==> src/rtl/aftab_booth_pkg.sv <==
// Shared encodings for the AFTAB radix-2 Booth multiplier controller.
package aftab_booth_pkg;

  typedef enum logic [1:0] {
    BOOTH_IDLE = 2'd0,
    BOOTH_LOAD = 2'd1,
    BOOTH_RUN  = 2'd2,
    BOOTH_DONE = 2'd3
  } boothState_t;

  localparam logic [1:0] OP_ADD = 2'b01;
  localparam logic [1:0] OP_SUB = 2'b10;

endpackage

==> src/rtl/aftab_booth_counter.sv <==
// Iteration counter for the Booth controller; flags the last RUN iteration.
module aftab_booth_counter #(
  parameter int size  = 33,
  parameter int CNT_W = $clog2(size + 1)
) (
  input  logic clk,
  input  logic rst,
  input  logic clear,
  input  logic enable,
  output logic terminal
);

  logic [CNT_W-1:0] cnt;

  always_ff @(posedge clk) begin
    if (rst || clear) begin
      cnt <= '0;
    end else if (enable) begin
      cnt <= cnt + CNT_W'(1);
    end
  end

  assign terminal = (cnt == CNT_W'(size - 1));

endmodule

==> src/rtl/aftab_booth_controller.sv <==
// Control FSM sequencing the Booth datapath: load, `size` add/sub-and-shift steps, done pulse.
module aftab_booth_controller
  import aftab_booth_pkg::*;
#(
  parameter int size = 33
) (
  input  logic       clk,
  input  logic       rst,
  input  logic       startBooth,
  input  logic [1:0] op,
  output logic       ldM,
  output logic       ldMr,
  output logic       zeroP,
  output logic       ldP,
  output logic       shrMr,
  output logic       sel,
  output logic       subsel,
  output logic       doneBooth,
  output logic       busyBooth
);

  boothState_t state;
  logic        lastIter;

  aftab_booth_counter #(.size(size)) counter (
    .clk     (clk),
    .rst     (rst),
    .clear   (state == BOOTH_LOAD),
    .enable  (state == BOOTH_RUN),
    .terminal(lastIter)
  );

  always_ff @(posedge clk) begin
    if (rst) begin
      state <= BOOTH_IDLE;
    end else begin
      case (state)
        BOOTH_IDLE: if (startBooth) state <= BOOTH_LOAD;
        BOOTH_LOAD: state <= BOOTH_RUN;
        BOOTH_RUN:  if (lastIter) state <= BOOTH_DONE;
        BOOTH_DONE: state <= BOOTH_IDLE;
        default:    state <= BOOTH_IDLE;
      endcase
    end
  end

  // Outputs decode the state register; only sel/subsel look at op, which is itself registered.
  always_comb begin
    ldM       = 1'b0;
    ldMr      = 1'b0;
    zeroP     = 1'b0;
    ldP       = 1'b0;
    shrMr     = 1'b0;
    sel       = 1'b0;
    subsel    = 1'b0;
    doneBooth = 1'b0;
    busyBooth = 1'b0;
    case (state)
      BOOTH_LOAD: begin
        ldM       = 1'b1;
        ldMr      = 1'b1;
        zeroP     = 1'b1;
        busyBooth = 1'b1;
      end
      BOOTH_RUN: begin
        ldP       = 1'b1;
        shrMr     = 1'b1;
        busyBooth = 1'b1;
        if (op == OP_ADD) begin
          sel = 1'b1;
        end else if (op == OP_SUB) begin
          sel    = 1'b1;
          subsel = 1'b1;
        end
      end
      BOOTH_DONE: doneBooth = 1'b1;
      default: ;
    endcase
  end

endmodule

==> config.mk <==
export PLATFORM = sky130hd
export DESIGN_NAME = aftab_booth_controller
export DESIGN_NICKNAME = d
export VERILOG_FILES = /design/src/rtl/aftab_booth_pkg.sv /design/src/rtl/aftab_booth_counter.sv /design/src/rtl/aftab_booth_controller.sv
export SDC_FILE = /design/constraint.sdc
export NUM_CORES = 1
export LEC_CHECK = 0
export ABC_AREA = 1
export BUFFER_PORTS_ARGS = -buffer_cell sky130_fd_sc_hd__clkbuf_2
export CORE_AREA = 2 2 39 41
export CTS_BUF_LIST = sky130_fd_sc_hd__clkbuf_8
export DETAILED_ROUTE_END_ITERATION = 7
export DIE_AREA = 0 0 41 43
export GPL_TIMING_DRIVEN = 0
export PLACE_DENSITY_LB_ADDON = 0.25
export SETUP_SLACK_MARGIN = 0.1
export SYNTH_ARGS = -nofsm -noshare
export SYNTH_HDL_FRONTEND = slang
export SYNTH_SLANG_ARGS = --single-unit
export TNS_END_PERCENT = 100
==> constraint.sdc <==
create_clock -name clk -period 1.26 [get_ports clk]
set_input_delay 0.126 -clock clk [delete_from_list [all_inputs] [get_ports clk]]
set_output_delay 0.126 -clock clk [all_outputs]
set_load 0.1 [all_outputs]
==> flow_summary.toml <==
[status]
run_status = "finished, violations left"
violated_checks = "setup timing"

[placement]
gp_congestion = 0.676
io_buffers = 13
preCtsSetupSlack_ns = -0.0820
post_place_cell_area_sq_um = 604
dp.final_hpwl_um = 697

[synth]
synth-seq-cells = 8
mean_cell_area_of_the_mapped_netlist_sq_um = 7.14
ys_top_cells_by_area = "sky130_fd_sc_hd__dfxtp_1 33%, sky130_fd_sc_hd__ha_1 18%, sky130_fd_sc_hd__inv_1 10%"
synth-seq-area-share = 0.330
synth_cell_types = 12
ys_warn_count = 0
synth.cell_area_sq_um = 485
cell_accounting_for_the_most_synthesized_area = "sky130_fd_sc_hd__dfxtp_1"
synth_cells = 68
syn_nets = 80
yosysTopAreaCellShare = 0.330

[global_route]
number_of_antenna_violations_at_the_first_check_in_global_routing = 0
grt_overflow_total = 0
grt_util_all_layers = 0.172
first_global_vias = 488
pin_count_of_the_biggest_net_entering_global_routing = 7
grt_first_pass_wirelength_um = 2040

[timing]
setup-violations-final = 5
final-hold-violation-count = 0
hold_ws_ns = 0.141
worst_slew_pin_slew_ns = 0.201
fin_tns_setup_ns = -0.281
timing.final.crit_share = 1.05
worst_slew_margin_rel = 0.865
largest_clock_skew_in_the_final_design_ns = 0.00487
slew_violations = 0
setup_ws_ns = -0.0663
fmax_mhz = 754
timing.final.crit_period_ns = 1.33
grt_setup_unrepaired = "yes"

[clocking]
cts.clk_slew.worst_paths_ns = 0.04
numCtsBuffers = 3
clk_path_buf_depth = 2
root_buffer = "sky130_fd_sc_hd__clkbuf_8"
cts.sinks = 8
cts_tree = "built"
clkLatencyLatePin_ns = 0.23
cts_max_level = 1

[worst_setup_path]
cp.arrival_ns = 1.20
timing.critical_path.slowest_stage_cell = "sky130_fd_sc_hd__dfxtp_4"
regToRegEndpoint = "counter.cnt[4]"
crit_buf_inv = 3
crit_start = "state[0]"
cp.required_ns = 1.13
crit_chain = "buf_4 > ha_4 > buf_6 > clkbuf_16"
crit_path_max_fanout = 5
worst_path_largest_cell_delay_ns = 0.35
worst-r2r-cell-count = 8
crit_end = "ldMr"
timing_worst_setup_path_type = "reg2out"
worstReg2RegStart = "state[0]"
depth_of_the_critical_timing_path_with_buffers_and_inverters_included = 4
worstSetupStartpointType = "flip-flop"
slack_of_the_worst_reg_to_reg_path_ns = 0
critical-path-top-delay-family = "buffers and inverters"
crit_path_end_kind = "output port"

[finish]
area_growth_syn_to_layout_pct = 87.1
final_core_utilization = 0.656
num_antenna_cells = 0
number_of_nets_in_the_finished_design = 102
multiInputGateArea_sq_um = 333
layout_common_cells = "10 x sky130_fd_sc_hd__nand2_1, 7 x sky130_fd_sc_hd__clkbuf_16, 6 x sky130_fd_sc_hd__inv_1, 6 x sky130_fd_sc_hd__nor2_1"
fillers = 102
layout_commonest_cell = "sky130_fd_sc_hd__nand2_1"
layout-drive-gt1-share = 0.545
register_area_sq_um = 170
final_area_sq_um = 908

[floorplanning]
fp.dieW_um = 41
rows = 14
io-pin-count = 14
total_die_area_sq_um = 1760
initial_utilization = 0.351
core_area_sq_um = 1380
fp.dieH_um = 43

[job]
timing.max_cap.violations = 0

[routing]
topRoutingLayerUsed = "met4"
drc_errors = 0
dr_total_vias = 484
remaining_antenna_violation_count_after_routing = 0
route.layer.met1.wl_um = 526
detailed_routed_wire_length_on_met2_um = 602
avgRoutedWirePerCell_um = 11.9
drt_iter0_drc = 5
wl_met3_um = 72
finalWirelength_um = 1240
routed_via_density = 4.65
drt-pass1-iter-count = 4

[power]
ir_drop_mv = 1.14
cellPowerDensity_nw_per_um2 = 2720
total_leakage_power_nw = 0.393

[min_path]
holdCritPathClass = "in2reg"
-- cell usage after synthesis (all sizes together) --
cell / instances
nand2: 14
inv: 13
nor2: 10
dfxtp: 8
ha: 7
a21oi: 6
buf: 3
nand3: 3
o21ai: 3
nor4: 1
-- where the power goes --
part	total [mW]	internal (mW)	leakage [nW]	switching, mW
Sequential	0.387	0.323	0.0672	0.0644
Combinational	1.78	0.700	0.305	1.08
Clock	0.306	0.207	0.0216	0.0996
-- final cells by class --
type | instances | area share
Sequential cell | 8 | 0.187
Tap cell | 16 | 0.0220
Timing Repair Buffer | 17 | 0.280
Buffer | 3 | 0.0331
Multi-Input combinational cell | 44 | 0.366
Inverter | 13 | 0.0661
Clock buffer | 3 | 0.0455
-- worst min path at each step --
stage	cells past startpoint	slack, ns	startpoint	endpoint
global placement	2	0.34	rst	counter.cnt[2]
global route	2	0.14	rst	counter.cnt[2]
finish	2	0.14	rst	counter.cnt[2]
detailed placement	2	0.33	rst	counter.cnt[2]
floorplan	1	0.20	rst	counter.cnt[2]
CTS	2	0.1	rst	counter.cnt[2]
-- logic make-up (layout without fill, tap and decap cells) --
logic type | count (synthesis) | count (layout) | share of synthesized area
AO/OA/AOI/OAI | 9 | 9 | 0.0928
adder cells (fa/ha/maj) | 7 | 7 | 0.180
buffers and inverters | 16 | 36 | 0.147
flip-flops | 8 | 8 | 0.330
AND/OR/NAND/NOR | 28 | 28 | 0.250
-- stage by stage --
stage          cells  power, mW
6_report         104       2.47
5_1_grt          104       2.59
4_1_cts          103       2.39
3_5_place_dp      97       1.56
3_3_place_gp      97       1.55
2_1_floorplan     68       1.44
-- flip-flops by register name, indices dropped and copies added (netlist names) --
| signal | count |
|---|---|
| state | 2 |
| counter.cnt | 6 |
-- routing by layer --
| metal | GRT usage | vias up |
|---|---|---|
| met4 | 0.113 | 0 |
| met3 | 0.0524 | 4 |
| li1 | - | 249 |
| met5 | 0 | - |
| met1 | 0.202 | 212 |
| met2 | 0.256 | 19 |
-- what timing repair did --
item,CTS,global route
hold buffers,0,0
setup endpoints to repair,15,16
resized for setup,39,13
buffers inserted,3,1
pin swaps,4,3
Note: power is estimated with default switching activity, not from simulation.
